==> src/rtl/hilo_div_sequencer.sv <==
// Multi-cycle restoring divider that sequences HI/LO writes for DIV/DIVU.
// Optional HILO_DIV_EARLY_EN: one-cycle finish when |dividend| < |divisor|.
module hilo_div_sequencer #(
  parameter int DATA_WIDTH = 32,
  parameter int CNT_WIDTH  = 6
) (
  input  logic                  clk,
  input  logic                  rst,
  input  logic                  flush,
  input  logic                  div_start,
  input  logic                  div_signed,
  input  logic [DATA_WIDTH-1:0] dividend,
  input  logic [DATA_WIDTH-1:0] divisor,
  output logic                  stall_req,
  output logic                  busy,
  output logic                  hilo_write_en,
  output logic [DATA_WIDTH-1:0] hi_o,
  output logic [DATA_WIDTH-1:0] lo_o
);
  localparam logic [CNT_WIDTH-1:0] LAST = CNT_WIDTH'(DATA_WIDTH - 1);

  typedef enum logic [1:0] {IDLE, RUN, DONE} state_t;

  typedef struct packed {
    logic q_neg;
    logic r_neg;
  } sign_t;

  state_t                state, state_nxt;
  sign_t                 sgn_q;
  logic [CNT_WIDTH-1:0]  cnt;
  logic [DATA_WIDTH-1:0] rem_q, quo_q, dvs_q, hi_q, lo_q;
  logic [DATA_WIDTH-1:0] mag_dvd, mag_dvs;
  logic [DATA_WIDTH:0]   shifted, diff;
  logic [DATA_WIDTH-1:0] rem_nxt, quo_nxt, fin_hi, fin_lo;
  logic                  ld_op, ld_zero, ld_early, ld_fin;

  assign mag_dvd = (div_signed && dividend[DATA_WIDTH-1]) ? -dividend : dividend;
  assign mag_dvs = (div_signed && divisor[DATA_WIDTH-1])  ? -divisor  : divisor;

  // quo_q doubles as the dividend shift register: dividend bits leave at the
  // top while quotient bits enter at the bottom.
  assign shifted = {rem_q, quo_q[DATA_WIDTH-1]};
  assign diff    = shifted - {1'b0, dvs_q};
  assign rem_nxt = diff[DATA_WIDTH] ? shifted[DATA_WIDTH-1:0] : diff[DATA_WIDTH-1:0];
  assign quo_nxt = {quo_q[DATA_WIDTH-2:0], ~diff[DATA_WIDTH]};
  assign fin_lo  = sgn_q.q_neg ? -quo_nxt : quo_nxt;
  assign fin_hi  = sgn_q.r_neg ? -rem_nxt : rem_nxt;

  assign busy          = (state != IDLE);
  assign hilo_write_en = (state == DONE);
  assign stall_req     = ~rst & div_start & ~flush & (state != DONE);
  assign hi_o          = hi_q;
  assign lo_o          = lo_q;

  always_ff @(posedge clk) begin
    if (rst) state <= IDLE;
    else     state <= state_nxt;
  end

  always_comb begin
    state_nxt = state;
    ld_op     = 1'b0;
    ld_zero   = 1'b0;
    ld_early  = 1'b0;
    ld_fin    = 1'b0;
    case (state)
      IDLE: begin
        if (!flush && div_start) begin
          if (divisor == '0) begin
            state_nxt = DONE;
            ld_zero   = 1'b1;
          end
`ifdef HILO_DIV_EARLY_EN
          else if (mag_dvd < mag_dvs) begin
            state_nxt = DONE;
            ld_early  = 1'b1;
          end
`endif
          else begin
            state_nxt = RUN;
            ld_op     = 1'b1;
          end
        end
      end
      RUN: begin
        // EX dropping the request mid-run is a cancel, same as a flush
        if (flush || !div_start) begin
          state_nxt = IDLE;
        end else if (cnt == LAST) begin
          state_nxt = DONE;
          ld_fin    = 1'b1;
        end
      end
      DONE:    state_nxt = IDLE;
      default: state_nxt = IDLE;
    endcase
  end

  always_ff @(posedge clk) begin
    if (rst) begin
      cnt   <= '0;
      rem_q <= '0;
      quo_q <= '0;
      dvs_q <= '0;
      sgn_q <= '0;
      hi_q  <= '0;
      lo_q  <= '0;
    end else begin
      if (ld_op) begin
        cnt         <= '0;
        rem_q       <= '0;
        quo_q       <= mag_dvd;
        dvs_q       <= mag_dvs;
        sgn_q.q_neg <= div_signed & (dividend[DATA_WIDTH-1] ^ divisor[DATA_WIDTH-1]);
        sgn_q.r_neg <= div_signed & dividend[DATA_WIDTH-1];
      end else if (state == RUN) begin
        cnt   <= cnt + CNT_WIDTH'(1);
        rem_q <= rem_nxt;
        quo_q <= quo_nxt;
      end
      // result registers only move on a completing transition
      if (ld_fin) begin
        hi_q <= fin_hi;
        lo_q <= fin_lo;
      end else if (ld_zero) begin
        hi_q <= dividend;
        lo_q <= '1;
      end else if (ld_early) begin
        hi_q <= dividend;
        lo_q <= '0;
      end
    end
  end
endmodule

==> config.mk <==
export PLATFORM = sky130hd
export DESIGN_NAME = hilo_div_sequencer
export DESIGN_NICKNAME = d
export VERILOG_FILES = /design/src/rtl/hilo_div_sequencer.sv
export SDC_FILE = /design/constraint.sdc
export NUM_CORES = 1
export LEC_CHECK = 0
export CAP_MARGIN = 20
export CORE_UTILIZATION = 58
export DETAILED_ROUTE_END_ITERATION = 12
export PLACE_DENSITY_LB_ADDON = 0.15
export SETUP_SLACK_MARGIN = 0.15
export SLEW_MARGIN = 20
export SYNTH_ARGS = -nofsm -noshare
export SYNTH_HDL_FRONTEND = slang
export SYNTH_SLANG_ARGS = --single-unit
==> constraint.sdc <==
create_clock -name clk -period 8.7 [get_ports clk]
set_input_delay 1.74 -clock clk [delete_from_list [all_inputs] [get_ports clk]]
set_output_delay 1.74 -clock clk [all_outputs]
set_load 0.01 [all_outputs]
# Yosys cells after proc, flatten, opt, wreduce, memory -nomap -nowiden
# Cells that the tools add are included.
[word_totals]
register_bits = 170
latchBits = 0
ramBits = 0
romBits = 0
word_cells = 68
n_memories = 0
[classes]
n_addsub = 6
multipliers = 0
n_div = 0
order_cmp = 0
eq_ne = 6
shifts = 0
n_mux = 25
bitwise_logic = 9
n_reduce_logical = 13
[ops]
columns = ["operator", "n"]
rows = [
  ["32-bit two-way mux", 11],
  ["32-bit negation", 4],
  ["33-bit by 32-bit subtractor with 33-bit output", 1],
  ["32-bit logical NOT", 1],
  ["1-bit two-way mux", 9],
  ["2-bit two-way mux", 4],
  ["6-bit by 1-bit adder with 6-bit output, second input constant", 1],
  ["6-bit by 5-bit == test with 1-bit output, second input constant", 1],
  ["2-bit nonzero test", 3],
  ["1-bit bitwise AND", 5],
  ["2-bit != test, second input constant", 2],
  ["2-bit one-hot mux with 2 select lines", 1],
  ["1-bit logical AND", 3],
  ["3-bit != test, second input constant", 1],
  ["1-bit NOT", 3],
  ["2-bit by 1-bit == test with 1-bit output, second input constant", 1],
  ["2-bit == test, second input constant", 1],
  ["1-bit logical NOT", 2],
  ["2-bit logical NOT", 1],
  ["2-bit AND reduction", 1],
  ["2-bit OR reduction", 1],
  ["1-bit logical OR", 1],
  ["1-bit bitwise XOR", 1],
]

# Longest topological paths before layout
[depth]
word_depth = 6
ltp_mapped = 26

# Worst setup path after synthesis
# Ideal clock, no wire load.
[synth_timing]
path_type = "flip-flop to flip-flop"
start = "register quo_q[31]"
end = "register hi_q[30], in the netlist hi_o[30]"
t_arrival_ps = 6155
required_ps = 8597
slack_ps = 2442
path_stages_with_launch = 25
path_cell_list = "dfxtp_1 inv_1 ha_1 fa_1 nand2b_1 a211oi_2 o21ai_1 o311ai_2 a31oi_1 xnor2_1 inv_1 clkbuf_1 buf_1 clkbuf_1 o21ai_0 inv_1 ha_1 nand2_1 a2111oi_2 nand4_1 or4b_1 mux2_4 or4_4 a221o_1 a2111oi_2"
[synth_between]
elab_chain_len = 5
[synth_rtl]
columns = ["element", "line_no", "text"]
rows = [
  ["start: declaration", "32", "logic [DATA_WIDTH-1:0] rem_q, quo_q, dvs_q, hi_q, lo_q;"],
  ["start signal: assignment", "113", "quo_q <= mag_dvd;"],
  ["start signal: assignment", "120", "quo_q <= quo_nxt;"],
  ["33-bit by 32-bit subtractor with 33-bit output", "44", "assign diff = shifted - {1'b0, dvs_q};"],
  ["32-bit two-way mux (*)", "45", "assign rem_nxt = diff[DATA_WIDTH] ? shifted[DATA_WIDTH-1:0] : diff[DATA_WIDTH-1:0];"],
  ["32-bit negation", "48", "assign fin_hi = sgn_q.r_neg ? -rem_nxt : rem_nxt;"],
  ["32-bit two-way mux (*)", "48", ""],
  ["32-bit two-way mux (*)", "123", "if (ld_fin) begin"],
  ["end signal: assignment", "124", "hi_q <= fin_hi;"],
  ["end signal: assignment", "127", "hi_q <= dividend;"],
  ["end signal: assignment", "130", "hi_q <= dividend;"],
  ["end: declaration", "32", ""],
]
# Mark *: on every way between the ends. The rest lies on a longest branch, timed or not.
# A chain may end at the register's enable or synchronous reset.

# Final worst setup path
# Same ends and word-level chain as after synthesis.

==> flow_summary_export.csv <==
group,metric,value,unit
clock_tree,cts_tree,"built",
synth,synth_most_common_cell,"nor2_1",
critical_path,r2r_end,"hi_o[30]",
floorplanning,die-area,0.02081,mm2
grt,grt_max_degree,93,
sta,max_freq,152.7,MHz
finish,diodes,0,
route,remaining_drc_errors,0,
critical_path,r2r_setup_slack,2.15,ns
critical_path,rr_startpoint,"quo_q[31]",
clock_tree,cts_buffers,17,
floorplanning,fp.dieW,144.3,um
sta,period_share,75.28,%
worst_hold_path,min_path_type,"flop to flop",
critical_path,crit_required,9.03,ns
power,power_density,177.0,mW/mm2
grt,grt_pass1_wl,55570,um
critical_path,endpoint_kind,"flop",
finish,nets,1749,
synth,synth_warnings,0,
worst_hold_path,min_from,"dvs_q[11]",
power,seqPwrFrac,34.5,%
route,dr.pass1.iters,5,
route,vias,11920,
floorplanning,core_area,0.01965,mm2
placed_design,gp_congestion,0.9569,
worst_hold_path,holdPathEnd,"dvs_q[11]",
power,switchingPower,0.9381,mW
synth,ys_ff_latch,170,
sta,report.final.slew_viol_count,0,
clock_tree,clk_latency,0.44,ns
sta,layout_setup_ws,2.150,ns
critical_path,cp_max_fo,50,
critical_path,cp.arrival,6.88,ns
grt,overflow,0,
sta,slew_headroom,25.79,%
power,p_leak,5.016,nW
critical_path,path_class,"flop to flop",
power,p_sw_share,38.50,%
clock_tree,clk_pin_slew,0.07,ns
finish,syn_to_final_growth,17.23,%
route,wl_per_cell,18.54,um
power,intPower,1.498,mW
synth,synth_edf_count,0,
sta,rsz0062_at_grt,"no",
route,routed.top_layer,"met4",
route,met1_length,15100,um
synth,syn_inst,1572,
floorplanning,die_h,144.3,um
floorplanning,initial_core_util,59.73,%
synth,synth.avg_cell_area,7.467,um2
synth,synth_top_area_share,28.99,%
run,cap_violations,0,
clock_tree,cts_hold_buf,0,
route,drt-vias-per-instance,6.212,
clock_tree,cts_setup_buffers,0,
placed_design,dpl.hpwl,26540,um
critical_path,critPathLaunchType,"flop",
route,wl,35590,um
sta,finalCriticalPeriod,6.550,ns
sta,final_hold_viol_count,0,
sta,setup_viol,0,
grt,grt_antenna_before_repair,1,
placed_design,port_buffers,135,
critical_path,reg2reg_depth,22,
worst_hold_path,hold_depth,2,
power,clockPowerShare,31.1,%
grt,grt_pass1_vias,10688,
sta,whs,0.4705,ns
clock_tree,htree_levels,4,
clock_tree,cts-root-buf,"clkbuf_16",
route,ant_nets,0,
synth,synth_area_leader_cell,"dfxtp_1",
outcome,status,"completed",
route,met3_length,2625,um
grt,grt_util_all_layers,34.43,%
finish,final_core_util,70.02,%
route,wl_met2,16370,um
synth,syn-cell-area,0.01174,mm2
route,drt_iter0_markers,921,
clock_tree,ctsLongestPathBuffers,2,
synth,synth_common_cells,"nor2_1, dfxtp_1, nand2_1",
synth,synthArstFlopShare,0,%
sta,worst_pin_slew,1.112,ns
synth,syn_nets,1679,
synth,synth_ff_type,"dfxtp_1",
sta,tns,0,ns
sta,worst_clock_skew,0.01433,ns
synth,yosysSeqAreaShare,28.99,%
placed_design,pre_cts_ws,2.291,ns
finish,drive_gt1_share,4.655,%
synth,ys_types,75,
power,comb_power_share,34.4,%
synth,synth_area_leaders,"dfxtp_1, nor2_1, xor2_1",
floorplanning,ios,136,
clock_tree,cts.sinks,170,
power,irDropWorstVdd,0.1397,mV
clock_tree,post_cts_resized,0,
floorplanning,rows,51,
==> metrics by stage <==
step / power, mW / area (um2) / cells
after detailed placement: 1.673 / 13180 / 1888
final: 2.436 / 13760 / 1919
after floorplan: 1.448 / 11740 / 1572
after global routing: 2.556 / 13760 / 1919
after global placement: 1.665 / 13180 / 1888
after CTS: 2.423 / 13760 / 1919
==> critical path, stage by stage (launching register included) <==
cell and delay, ns:
dfxtp_1 0.43, inv_1 0.07, ha_1 0.27, fa_1 0.42, nand2b_1 0.19, a211oi_2 0.31, o21ai_1 0.23, o311ai_2 0.51
a31oi_1 0.20, xnor2_2 0.17, inv_1 0.05, buf_4 0.41, o21ai_0 0.27, inv_1 0.10, ha_1 0.20, nand2_1 0.10
a2111oi_2 0.29, nand4_1 0.22, or4b_1 0.59, mux2_4 0.30, or4_4 0.46, a221o_1 0.36, a2111oi_2 0.27
==> cell usage in the layout, fill, tap and decap left out, drive strengths merged, types with 4 or more instances in the layout <==
cell type / count
o21bai: 4
a31oi: 14
o31ai: 26
nand4: 10
or3: 15
o311ai: 12
clkbuf: 17
o21a: 5
o21ai: 56
a21oi: 100
nand3: 26
or4: 10
a31o: 5
inv: 66
clkdlybuf4s50: 134
nor2b: 7
and2: 10
nor3: 47
a2111oi: 18
o41ai: 7
o22ai: 11
a211oi: 79
clkinv: 7
nand2b: 18
a21o: 10
or2: 6
xnor2: 58
xor2: 73
a221oi: 20
and3: 13
nand2: 157
a311oi: 28
nor4: 26
nor2: 257
ha: 37
mux2i: 27
dfxtp: 170
buf: 15
==> state kept, by name, summed over array words and instances, names as in the netlist <==
name   cells
dvs_q     32
hi_o      32
lo_o      32
quo_q     32
rem_q     32
cnt        6
sgn_q      2
state      2
==> power groups by stage <==
stage	Combinational [mW]	Sequential [mW]	Clock [mW]
global placement	0.809	0.856	0
detailed placement	0.816	0.857	0
finish	0.839	0.840	0.758
global route	0.917	0.844	0.795
floorplan	0.604	0.845	0
CTS	0.823	0.839	0.761
==> worst max path at each step <==
stage	start	to	slack, ns	cells past startpoint
2_1_floorplan	quo_q[31]	hi_o[30]	2.44	24
3_3_place_gp	quo_q[31]	hi_o[30]	2.50	22
3_5_place_dp	quo_q[31]	hi_o[30]	2.29	22
4_1_cts	quo_q[31]	hi_o[30]	2.21	22
5_1_grt	quo_q[31]	hi_o[30]	1.61	22
6_report	quo_q[31]	hi_o[30]	2.15	22
==> metal layers <==
metal  global-route usage, %  vias to the layer above
li1                        -                     5849
met1                   43.73                     5532
met2                   56.55                      469
met3                   5.894                       70
met4                   16.51                        0
met5                       0                        -
==> cell type report <==
| cell class | instances | area, um2 |
|---|---|---|
| multi-input cells | 1245 | 7771 |
| inverters | 59 | 221.5 |
| fillers | 1723 | 5892 |
| repair buffers | 149 | 1454 |
| clock inverters | 14 | 155.1 |
| clock buffers | 17 | 425.4 |
| well taps | 265 | 331.6 |
| flip-flops and latches | 170 | 3403 |
==> kinds of logic (layout without fill, tap and decap cells) <==
group	count (synthesis)	in the layout	synth area share, %
and+or+nand+nor	620	620	24.00
AOI/OAI and AO/OA	427	427	25.51
DFF	170	170	28.99
buffers and inverters	157	239	5.084
xor gates and xnor gates	131	131	9.774
adders and majority gates	38	38	4.114
muxes	29	29	2.526
Power figures use the tool's default switching activity.
